[src/rtl/jtag_tap_pkg.sv]
// Shared types and IR constants for the multi-channel JTAG TAP.
// State encoding is fixed so other logic can decode it without a lookup.
package jtag_tap_pkg;

  typedef enum logic [3:0] {
    TestLogicReset = 4'd0,
    RunTestIdle    = 4'd1,
    SelectDr       = 4'd2,
    CaptureDr      = 4'd3,
    ShiftDr        = 4'd4,
    Exit1Dr        = 4'd5,
    PauseDr        = 4'd6,
    Exit2Dr        = 4'd7,
    UpdateDr       = 4'd8,
    SelectIr       = 4'd9,
    CaptureIr      = 4'd10,
    ShiftIr        = 4'd11,
    Exit1Ir        = 4'd12,
    PauseIr        = 4'd13,
    Exit2Ir        = 4'd14,
    UpdateIr       = 4'd15
  } tap_state_e;

  typedef struct packed {
    logic [31:18] zero1;
    logic         dmihardreset;
    logic         dmireset;
    logic         zero0;
    logic [2:0]   idle;
    logic [1:0]   dmistat;
    logic [5:0]   abits;
    logic [3:0]   version;
  } dtmcs_t;

  localparam logic [7:0] BYPASS0 = 8'h00;
  localparam logic [7:0] IDCODE  = 8'h01;

endpackage

[src/rtl/jtag_tap_fsm.sv]
// 1149.1 TAP state machine with one-hot-per-visit strobes decoded
// straight from the state register.
module jtag_tap_fsm
  import jtag_tap_pkg::*;
(
  input  logic tck_i,
  input  logic trst_ni,
  input  logic tms_i,
  output logic test_logic_reset_o,
  output logic capture_dr_o,
  output logic shift_dr_o,
  output logic update_dr_o,
  output logic capture_ir_o,
  output logic shift_ir_o,
  output logic update_ir_o
);

  tap_state_e state_q, state_d;

  always_comb begin
    state_d = state_q;
    case (state_q)
      TestLogicReset: state_d = tms_i ? TestLogicReset : RunTestIdle;
      RunTestIdle:    state_d = tms_i ? SelectDr       : RunTestIdle;
      SelectDr:       state_d = tms_i ? SelectIr       : CaptureDr;
      CaptureDr:      state_d = tms_i ? Exit1Dr        : ShiftDr;
      ShiftDr:        state_d = tms_i ? Exit1Dr        : ShiftDr;
      Exit1Dr:        state_d = tms_i ? UpdateDr       : PauseDr;
      PauseDr:        state_d = tms_i ? Exit2Dr        : PauseDr;
      Exit2Dr:        state_d = tms_i ? UpdateDr       : ShiftDr;
      UpdateDr:       state_d = tms_i ? SelectDr       : RunTestIdle;
      SelectIr:       state_d = tms_i ? TestLogicReset : CaptureIr;
      CaptureIr:      state_d = tms_i ? Exit1Ir        : ShiftIr;
      ShiftIr:        state_d = tms_i ? Exit1Ir        : ShiftIr;
      Exit1Ir:        state_d = tms_i ? UpdateIr       : PauseIr;
      PauseIr:        state_d = tms_i ? Exit2Ir        : PauseIr;
      Exit2Ir:        state_d = tms_i ? UpdateIr       : ShiftIr;
      UpdateIr:       state_d = tms_i ? SelectDr       : RunTestIdle;
      default:        state_d = TestLogicReset;
    endcase
  end

  always_ff @(posedge tck_i or negedge trst_ni) begin
    if (!trst_ni) state_q <= TestLogicReset;
    else          state_q <= state_d;
  end

  assign test_logic_reset_o = (state_q == TestLogicReset);
  assign capture_dr_o       = (state_q == CaptureDr);
  assign shift_dr_o         = (state_q == ShiftDr);
  assign update_dr_o        = (state_q == UpdateDr);
  assign capture_ir_o       = (state_q == CaptureIr);
  assign shift_ir_o         = (state_q == ShiftIr);
  assign update_ir_o        = (state_q == UpdateIr);

endmodule

[src/rtl/jtag_tap_mc.sv]
// TAP with internal BYPASS/IDCODE/DTMCS and NumChannels external DR chains.
// TDO is relaunched on the falling edge so the probe samples it mid-cycle.
module jtag_tap_mc
  import jtag_tap_pkg::*;
#(
  parameter int unsigned IrLength    = 5,
  parameter logic [31:0] IdcodeValue = 32'h0000_0001,
  parameter int unsigned NumChannels = 1,
  parameter int unsigned IrDtmcs     = 'h10,
  parameter int unsigned IrChanBase  = 'h11,
  parameter int unsigned Abits       = 7,
  parameter int unsigned IdleHint    = 1
) (
  input  logic                   tck_i,
  input  logic                   trst_ni,
  input  logic                   tms_i,
  input  logic                   td_i,
  output logic                   td_o,
  output logic                   tdo_oe_o,
  output logic                   test_logic_reset_o,
  output logic                   capture_dr_o,
  output logic                   shift_dr_o,
  output logic                   update_dr_o,
  output logic [NumChannels-1:0] chan_select_o,
  output logic                   dr_tdi_o,
  input  logic [NumChannels-1:0] chan_tdo_i,
  input  logic [1:0]             dmistat_i,
  output logic                   dmireset_o,
  output logic                   dmihardreset_o
);

  localparam logic [IrLength-1:0] IrIdcode  = IrLength'(IDCODE);
  localparam logic [IrLength-1:0] IrBypass0 = IrLength'(BYPASS0);
  localparam logic [IrLength-1:0] IrDtmcsW  = IrLength'(IrDtmcs);
  localparam logic [5:0]          AbitsW    = 6'(Abits);
  localparam logic [2:0]          IdleW     = 3'(IdleHint);

  logic tlr, capture_ir, shift_ir, update_ir;

  jtag_tap_fsm u_fsm (
    .tck_i              (tck_i),
    .trst_ni            (trst_ni),
    .tms_i              (tms_i),
    .test_logic_reset_o (tlr),
    .capture_dr_o       (capture_dr_o),
    .shift_dr_o         (shift_dr_o),
    .update_dr_o        (update_dr_o),
    .capture_ir_o       (capture_ir),
    .shift_ir_o         (shift_ir),
    .update_ir_o        (update_ir)
  );

  logic [IrLength-1:0]    ir_shift_q, ir_shift_d, ir_q, ir_d;
  logic [31:0]            idcode_q, idcode_d;
  logic                   bypass_q, bypass_d;
  dtmcs_t                 dtmcs_q, dtmcs_d, dtmcs_capture;
  logic                   dmireset_q, dmireset_d, dmihardreset_q, dmihardreset_d;
  logic                   sel_idcode, sel_dtmcs;
  logic [NumChannels-1:0] chan_sel;
  logic                   tdo_mux, td_q, tdo_oe_q;

  always_comb begin
    ir_shift_d = ir_shift_q;
    ir_d       = ir_q;
    if (tlr) begin
      ir_shift_d = '0;
      ir_d       = IrIdcode;
    end else begin
      if (capture_ir) ir_shift_d = IrLength'(2'b01);
      if (shift_ir)   ir_shift_d = {td_i, ir_shift_q[IrLength-1:1]};
      if (update_ir)  ir_d       = ir_shift_q;
    end
  end

  // Unlisted codes, including 0 and all-ones, fall through to BYPASS.
  always_comb begin
    sel_idcode = 1'b0;
    sel_dtmcs  = 1'b0;
    chan_sel   = '0;
    if (ir_q == IrIdcode) begin
      sel_idcode = 1'b1;
    end else if (ir_q == IrDtmcsW) begin
      sel_dtmcs = 1'b1;
    end else if (ir_q != IrBypass0 && ir_q != '1) begin
      for (int k = 0; k < int'(NumChannels); k++) begin
        if (ir_q == IrLength'(IrChanBase + 32'(k))) chan_sel[k] = 1'b1;
      end
    end
  end

  always_comb begin
    dtmcs_capture         = '0;
    dtmcs_capture.idle    = IdleW;
    dtmcs_capture.dmistat = dmistat_i;
    dtmcs_capture.abits   = AbitsW;
    dtmcs_capture.version = 4'd1;
  end

  always_comb begin
    idcode_d       = idcode_q;
    bypass_d       = bypass_q;
    dtmcs_d        = dtmcs_q;
    dmireset_d     = 1'b0;
    dmihardreset_d = 1'b0;
    if (tlr) begin
      idcode_d = IdcodeValue;
      bypass_d = 1'b0;
      dtmcs_d  = '0;
    end else if (capture_dr_o) begin
      idcode_d = IdcodeValue;
      bypass_d = 1'b0;
      dtmcs_d  = dtmcs_capture;
    end else if (shift_dr_o) begin
      if (sel_idcode)          idcode_d = {td_i, idcode_q[31:1]};
      else if (sel_dtmcs)      dtmcs_d  = {td_i, dtmcs_q[31:1]};
      else if (chan_sel == '0) bypass_d = td_i;
    end else if (update_dr_o && sel_dtmcs) begin
      dmireset_d     = dtmcs_q.dmireset;
      dmihardreset_d = dtmcs_q.dmihardreset;
    end
  end

  always_ff @(posedge tck_i or negedge trst_ni) begin
    if (!trst_ni) begin
      ir_shift_q     <= '0;
      ir_q           <= IrIdcode;
      idcode_q       <= IdcodeValue;
      bypass_q       <= 1'b0;
      dtmcs_q        <= '0;
      dmireset_q     <= 1'b0;
      dmihardreset_q <= 1'b0;
    end else begin
      ir_shift_q     <= ir_shift_d;
      ir_q           <= ir_d;
      idcode_q       <= idcode_d;
      bypass_q       <= bypass_d;
      dtmcs_q        <= dtmcs_d;
      dmireset_q     <= dmireset_d;
      dmihardreset_q <= dmihardreset_d;
    end
  end

  always_comb begin
    tdo_mux = bypass_q;
    if (shift_ir)        tdo_mux = ir_shift_q[0];
    else if (sel_idcode) tdo_mux = idcode_q[0];
    else if (sel_dtmcs)  tdo_mux = dtmcs_q[0];
    else if (|chan_sel)  tdo_mux = |(chan_sel & chan_tdo_i);
  end

  always_ff @(negedge tck_i or negedge trst_ni) begin
    if (!trst_ni) begin
      td_q     <= 1'b0;
      tdo_oe_q <= 1'b0;
    end else begin
      td_q     <= tlr ? 1'b0 : tdo_mux;
      tdo_oe_q <= shift_ir | shift_dr_o;
    end
  end

  assign td_o               = td_q;
  assign tdo_oe_o           = tdo_oe_q;
  assign test_logic_reset_o = tlr;
  assign chan_select_o      = chan_sel;
  assign dr_tdi_o           = td_i;
  assign dmireset_o         = dmireset_q;
  assign dmihardreset_o     = dmihardreset_q;

endmodule

[config.mk]
export PLATFORM = sky130hd
export DESIGN_NAME = jtag_tap_mc
export DESIGN_NICKNAME = d
export VERILOG_FILES = /design/src/rtl/jtag_tap_pkg.sv /design/src/rtl/jtag_tap_fsm.sv /design/src/rtl/jtag_tap_mc.sv
export SDC_FILE = /design/constraint.sdc
export NUM_CORES = 1
export LEC_CHECK = 0
export ABC_AREA = 1
export BUFFER_PORTS_ARGS = -buffer_cell sky130_fd_sc_hd__buf_2
export CAP_MARGIN = 30
export CORE_ASPECT_RATIO = 0.6
export CORE_MARGIN = 8
export CORE_UTILIZATION = 50
export CTS_CLUSTER_SIZE = 24
export DETAILED_ROUTE_END_ITERATION = 12
export PLACE_DENSITY = 0.66
export RECOVER_POWER = 50
export SLEW_MARGIN = 5
export SYNTH_ARGS = -nofsm -noshare
export SYNTH_HDL_FRONTEND = slang
export SYNTH_HIERARCHICAL = 1
export SYNTH_SLANG_ARGS = --single-unit
export TNS_END_PERCENT = 50
[constraint.sdc]
create_clock -name tck_i -period 5.5 [get_ports tck_i]
set_clock_uncertainty 0.1 [all_clocks]
set_input_delay 0.825 -clock tck_i [delete_from_list [all_inputs] [get_ports tck_i]]
set_output_delay 0.825 -clock tck_i [all_outputs]
set_load 0.02 [all_outputs]
; Word level (Yosys, flattened, before mapping)
; Index checks and enable logic that the tools add are counted.
[totals]
regBits = 83
out_inout_bits = 10
[classes]
bitwise = 2
n_reduce_logical = 15
n_eq_ne = 22
n_mux = 53
[op_table]
columns = op, count
row1 = 32-bit 2-to-1 mux, 9
row2 = 4-bit case mux with 12 select lines, 1
row3 = 4-bit == test (second input constant), 8
row4 = 1-bit 2-to-1 mux, 29
row5 = 5-bit 2-to-1 mux, 5
row6 = 4-bit by 3-bit == test with 1-bit output (second input constant), 4
row7 = 4-bit 2-to-1 mux, 4
row8 = 3-bit nonzero test, 4
row9 = 5-bit == test (second input constant), 2
row10 = 3-bit != test (second input constant), 3
row11 = 4-bit by 2-bit == test with 1-bit output (second input constant), 2
row12 = 2-bit 2-to-1 mux, 3
row13 = 3-bit 2-to-1 mux, 2
row14 = 5-bit by 1-bit == test with 1-bit output (second input constant), 1
row15 = 5-bit != test (second input constant), 1
row16 = 5-bit nonzero test, 1
row17 = 4-bit by 1-bit == test with 1-bit output (second input constant), 1
row18 = 4-bit logical NOT, 1
row19 = 4-bit AND reduction, 1
row20 = 2-bit OR reduction, 2
row21 = 3-bit AND reduction, 1
row22 = 3-bit OR reduction, 1
row23 = 1-bit logical AND, 2
row24 = 2-bit AND reduction, 1
row25 = other kinds (3), 3

; Depth between registers and ports, before layout
; Gate-level depths: netlist (run 1).
[depth]
ltp_word = 11
ltp_mapped = 14

; By module
; The synthesis (run 1) kept the hierarchy.
[by_module_without_submodules]
columns = mod, instances, seq_area_each_um2, cells_per_inst, area_per_inst_um2
row1 = jtag_tap_mc, 1, 1979.4, 377, 3328.2
row2 = jtag_tap_fsm, 1, 100.1, 66, 390.4

==> results of run 1 <==
-- flip-flops by register name, summed over array words and instances (netlist names) --
signal / flops
bypass_q: 1
dmihardreset_o: 1
dmireset_o: 1
dtmcs_q: 32
idcode_q: 32
ir_q: 5
ir_shift_q: 5
td_o: 1
tdo_oe_o: 1
u_fsm/state_q: 4
-- power breakdown --
part | total [mW] | switching [mW] | internal (mW)
clock | 0.614 | 0.237 | 0.377
sequential | 0.717 | 0.0437 | 0.674
combinational | 0.571 | 0.441 | 0.129
total | 1.90 | 0.722 | 1.18
-- cells by family (layout without fill, tap and decap cells) --
family | count (synthesis) | after routing | share of synthesized area (%)
and+or+nand+nor | 228 | 228 | 26.5
DFF | 83 | 83 | 55.9
buffers and inverters | 57 | 70 | 6.86
AOI/OAI and AO/OA | 75 | 75 | 10.7
-- cells in the final DEF (no fill, tap or decap), drive strengths merged, types with 2 or more instances in the layout --
master,n
o22ai,2
nand2,148
or2,2
a32o,2
inv,36
nor2,31
nand3b,2
clkbuf,15
dfstp,2
nand3,37
clkinvlp,3
buf,14
dfrtp,79
o21ai,64
nand4,5
dfrtn,2
a21oi,5
nor3,3
-- metrics by stage --
step	hold slack, ns	utilization [%]
finish	0.360	57.1
global route	0.396	57.1
global placement	0.356	52.9
floorplan	0.337	-
detailed placement	0.360	52.9
CTS	0.374	57.2
-- path summary, 6_finish.rpt --
check / endpoint / slack (ns) / from / cells past startpoint
max: td_o$_DFF_NN0_ / 0.81 / u_fsm/state_q[0]$_DFF_PN0_ / 6
min: u_fsm/state_q[2]$_DFF_PN0_ / 0.36 / trst_ni / 1
max reg2reg: td_o$_DFF_NN0_ / 0.81 / u_fsm/state_q[0]$_DFF_PN0_ / 6
min reg2reg: dtmcs_q[10]$_DFFE_PN0P_ / 0.37 / dtmcs_q[10]$_DFFE_PN0P_ / 2
max in group asynchronous: tdo_oe_o$_DFF_NN0_ / 1.94 / trst_ni / 1
min in group tck_i: dtmcs_q[10]$_DFFE_PN0P_ / 0.37 / dtmcs_q[10]$_DFFE_PN0P_ / 2
-- per-layer routing --
layer / part of all wire, % / GRT usage, % / vias up
met3: 5.2 / 4.53 / 8
met4: 1.2 / 4.83 / 0
met2: 39 / 19.5 / 71
met1: 54 / 24.9 / 1395
met5: 0 / 0 / -
li1: - / - / 1439
-- critical path: stages (launching register included) --
cell and delay, ns:
dfrtp_1 0.50, nor2_1 0.20, nand2_1 0.09, inv_1 0.46
inv_2 0.27, nand3_1 0.13, nand2_1 0.05
-- cell type report --
type | instances | area (sq um)
fillers | 646 | 3110
inverters | 36 | 135
clock buffers | 11 | 253
clock inverters | 5 | 61.3
well taps | 104 | 130
repair buffers | 18 | 90.1
multi-input cells | 303 | 1380
flip-flops and latches | 83 | 2080
==> impl_metrics.py, run 1 <==
metrics = {
    "outcome": {
        "outcome": "finished with violations",
        "violations": "max-capacitance violations, max-slew violations",
    },
    "place": {
        "dp_hpwl_um": 5140,
        "dpl_cell_area_sq_mm": 0.00383,
        "placedCellCount": 544,
        "port_buffers": 16,
        "place_ws_ns": 0.824,
        "gp_congestion": 0.863,
    },
    "cells_and_area": {
        "instances_no_fill": 560,
        "drive_above_1_share_pct": 12.3,
        "design_area_sq_mm": 0.00413,
        "antennaDiodeCount": 0,
        "layout.nets": 458,
        "syn_to_final_growth_pct": 11.1,
    },
    "timing": {
        "finalSetupViolations": 0,
        "rsz0062_at_grt": "false",
        "worst_pin_slew_ns": 2.34,
        "finalMaxSlewViolations": 45,
        "setup_slack_ns": 0.809,
        "fin_tns_setup_ns": 0,
        "slew_headroom_pct": -56.2,
        "hold_violations": 0,
    },
    "critical_path": {
        "cp-start-kind": "flop",
        "cp.arrival_ns": 2.04,
        "required_ns": 2.85,
        "endpoint_kind": "flop",
        "crit_path_max_fanout": 17,
        "worst-setup-path-type": "reg -> reg",
    },
    "synth": {
        "synth.most_common_cell": "nand2_1",
        "synth_seq_cells": 83,
        "ys_seq_area_share_pct": 55.9,
        "synth-main-ff-cell": "dfrtp_1",
        "synth_nets": 450,
        "synthDistinctLibCells": 30,
        "synth_commonest_cells": "143 x nand2_1, 79 x dfrtp_1, 56 x o21ai_0",
        "yosysTopAreaCell": "dfrtp_1",
        "syn_area_per_cell_sq_um": 8.39,
        "synth_area_leaders": "dfrtp_1 53%, nand2_1 14%, o21ai_0 7.5%",
        "syn_area_sq_mm": 0.00372,
        "ys_warn_count": 6,
        "synthArstFlopShare_pct": 100,
        "synth_cells": 443,
        "yosysTopAreaCellShare_pct": 53.2,
        "synth_edf_count": 0,
    },
    "floorplanning": {
        "die_w_um": 127,
        "die_area_sq_mm": 0.0105,
        "start_util_pct": 51.4,
        "fp-row-count": 24,
        "io_pins": 17,
        "die_y_um": 82.8,
        "coreArea_sq_mm": 0.00724,
    },
    "drt": {
        "drt_iter0_markers": 322,
        "ant_nets": 0,
        "wirelength_um": 7740,
        "wl_per_cell_um": 13.8,
        "viasPerCell": 5.20,
        "routed-via-count": 2913,
        "drc": 0,
        "first_pass_iters": 5,
    },
    "clock_network": {
        "numCtsBuffers": 9,
        "cts_setup_buffers": 0,
        "tritoncts": "built",
        "ctsHoldBuffers": 0,
        "cts_sinks": 83,
        "path_clk_slew_ns": 0.06,
        "cts-resized-gates": 0,
        "cts_buffer_depth": 2,
        "clkLatencyLatePin_ns": 0.34,
        "cts_root_buf": "clkbuf_16",
        "htreeDepth": 3,
    },
    "power": {
        "p_per_area_mw_per_mm2": 460,
        "ir_drop_v": 0.000223,
        "leakagePower_nw": 2.03,
        "fin_total_pwr_mw": 1.90,
    },
    "job": {
        "drv_cap": 1,
    },
    "global_routing": {
        "grt_pass1_wl_um": 13400,
        "grt_max_degree": 45,
        "grt_overflow": 0,
        "grt_pass1_vias": 2624,
        "grt_antenna_before_repair": 0,
        "grt.total_usage_pct": 15.7,
    },
    "min_path": {
        "hold_class": "in -> async",
    },
}
Power figures use the tool's default switching activity.
==> run 2: changes to the inputs <==
- CTS_BUF_LIST: unset -> sky130_fd_sc_hd__clkbuf_8
==> run 2 against run 1 <==
  * The run still ends with max-capacitance violations, max-slew violations left
  * Sequential share of layout area is 1.3 points higher
  * Hold slack worse by 0.031 ns
  * Highest routed layer unchanged
  * Cell count stayed put
  * Sequential cell count stayed put
  * Power is 8.7% lower
  * Non-clock buffer count stayed put
  * Global-route usage is 0.17 points lower
  * Clock power is 27% lower
  * Worst setup slack worse by 0.13 ns
  * Die area stayed put
  * Routed wire length is 1.8% lower
  * Critical path type unchanged
==> impl_metrics.py, run 2 (synthesis results as in run 1) <==
metrics = {
    "cells_and_area": {
        "layout_commonest_cell": "nand2_1",
        "layout.nets": 458,
        "instances_no_fill": 560,
        "seq_area_sq_mm": 0.00208,
        "multi_input_area_sq_mm": 0.00138,
        "drive_above_1_share_pct": 12.3,
        "fillers": 654,
        "final_cell_mix": "143 x nand2_1, 79 x dfrtp_1, 57 x o21ai_0, 37 x nand3_1, 27 x inv_1",
        "antennaDiodeCount": 0,
        "reg_top3": "dtmcs_q (32), idcode_q (32)",
        "syn_to_final_growth_pct": 8.38,
    },
    "drt": {
        "wirelength_um": 7600,
        "wl_per_cell_um": 13.6,
        "drc": 0,
        "first_pass_iters": 5,
        "ant_nets": 0,
        "viasPerCell": 5.21,
        "routed-via-count": 2915,
        "drt_iter0_markers": 296,
    },
    "clock_network": {
        "tritoncts": "built",
        "numCtsBuffers": 9,
        "cts_buffer_depth": 2,
        "cts-resized-gates": 0,
        "cts_sinks": 83,
        "path_clk_slew_ns": 0.09,
        "clkLatencyLatePin_ns": 0.36,
        "ctsHoldBuffers": 0,
        "cts_root_buf": "clkbuf_8",
        "cts_setup_buffers": 0,
        "htreeDepth": 3,
    },
    "floorplanning": {
        "coreArea_sq_mm": 0.00724,
        "start_util_pct": 51.4,
        "die_y_um": 82.8,
        "io_pins": 17,
        "fp-row-count": 24,
        "die_area_sq_mm": 0.0105,
        "die_w_um": 127,
    },
    "timing": {
        "worst_pin_slew_ns": 2.31,
        "rsz0062_at_grt": "false",
        "finalSetupViolations": 0,
        "hold_violations": 0,
        "fin_tns_setup_ns": 0,
        "setup_slack_ns": 0.683,
        "slew_headroom_pct": -53.7,
        "finalMaxSlewViolations": 45,
    },
    "place": {
        "placedCellCount": 544,
        "place_ws_ns": 0.824,
        "port_buffers": 16,
        "dp_hpwl_um": 5140,
        "gp_congestion": 0.863,
    },
    "critical_path": {
        "path_buf_inv": 2,
        "crit_path_max_fanout": 17,
        "cp-start-kind": "flop",
        "cp_common_cell": "nand2_1",
        "worst-setup-path-type": "reg -> reg",
        "cpPeakStageDelay_ns": 0.46,
        "cpMaxStageDelayCell": "inv_1",
        "endpoint_kind": "flop",
        "required_ns": 2.85,
        "cp.arrival_ns": 2.17,
        "path_cells": "nor2_1 > nand2_1 > inv_1 > inv_2 > nand3_1 > nand2_1",
        "critPathTopFamily": "buffers and inverters",
    },
    "global_routing": {
        "grt_pass1_vias": 2597,
        "grt_pass1_wl_um": 13200,
        "grt_max_degree": 45,
        "grt_antenna_before_repair": 0,
        "grt_overflow": 0,
        "grt.total_usage_pct": 15.5,
    },
    "power": {
        "p_switching_mw": 0.701,
        "p_per_area_mw_per_mm2": 431,
        "leakagePower_nw": 1.99,
        "ir_drop_v": 0.000200,
        "clock_power_share_pct": 26.0,
        "power_frac_seq_pct": 41.1,
        "pwr-share-comb_pct": 32.9,
        "power.internal_mw": 1.04,
        "netSwitchingFraction_pct": 40.4,
    },
    "min_path": {
        "hold_class": "in -> async",
    },
    "outcome": {
        "violations": "max-capacitance violations, max-slew violations",
        "outcome": "finished with violations",
    },
    "job": {
        "drv_cap": 1,
    },
}
-- run 2: cell types whose count changed in the layout (fill, tap and decap cells not counted) --
cell | previous run | this run
clkbuf_16 | 9 | 0
clkbuf_8 | 2 | 11
buf_2 | 12 | 13
clkbuf_1 | 4 | 3
inv_1 | 26 | 27
inv_2 | 10 | 9
nand2_1 | 144 | 143
nand2_2 | 3 | 4
nor2_1 | 25 | 26
nor2_2 | 3 | 2
o21ai_0 | 56 | 57
o21ai_1 | 8 | 7
-- run 2: layout make-up --
class / instances / share of cell area, %
flip-flops and latches: 83 / 51.6
multi-input cells: 303 / 34.3
clock buffers: 11 / 3.76
inverters: 36 / 3.35
well taps: 104 / 3.23
repair buffers: 18 / 2.27
clock inverters: 5 / 1.52
-- run 2: power groups by stage --
stage / Clock (mW) / Combinational, mW / Sequential, mW
final: 0.451 / 0.571 / 0.714
after global routing: 0.492 / 0.648 / 0.722
after CTS: 0.465 / 0.573 / 0.715
after detailed placement: 0 / 0.574 / 0.726
after global placement: 0 / 0.568 / 0.725
after floorplan: 0 / 0.480 / 0.714
-- run 2: worst paths after layout --
path | depth (start not counted) | to | start | slack [ns]
setup / recovery | 6 | td_o$_DFF_NN0_ | u_fsm/state_q[2]$_DFF_PN0_ | 0.68
hold / removal | 1 | ir_q[4]$_DFFE_PN0P_ | trst_ni | 0.33
setup reg to reg | 6 | td_o$_DFF_NN0_ | u_fsm/state_q[2]$_DFF_PN0_ | 0.68
hold reg to reg | 2 | dtmcs_q[10]$_DFFE_PN0P_ | dtmcs_q[10]$_DFFE_PN0P_ | 0.37
max in group asynchronous | 1 | tdo_oe_o$_DFF_NN0_ | trst_ni | 1.95
min in group tck_i | 2 | dtmcs_q[10]$_DFFE_PN0P_ | dtmcs_q[10]$_DFFE_PN0P_ | 0.37
-- run 2: per-stage QoR --
stage / cell area [sq um] / utilization [%] / hold WS (ns) / power (mW)
2_1_floorplan: 3720 / - / 0.337 / 1.19
3_3_place_gp: 3830 / 52.9 / 0.356 / 1.29
3_5_place_dp: 3830 / 52.9 / 0.360 / 1.30
4_1_cts: 4040 / 55.8 / 0.336 / 1.75
5_1_grt: 4030 / 55.7 / 0.349 / 1.86
6_report: 4030 / 55.7 / 0.329 / 1.74
-- run 2: routing by layer --
metal,routed length [um],global-route usage (%),up-vias
li1,-,-,1441
met1,4160,24.5,1397
met2,2940,18.8,69
met3,438,5.68,8
met4,69,4.19,0
met5,0,0,-
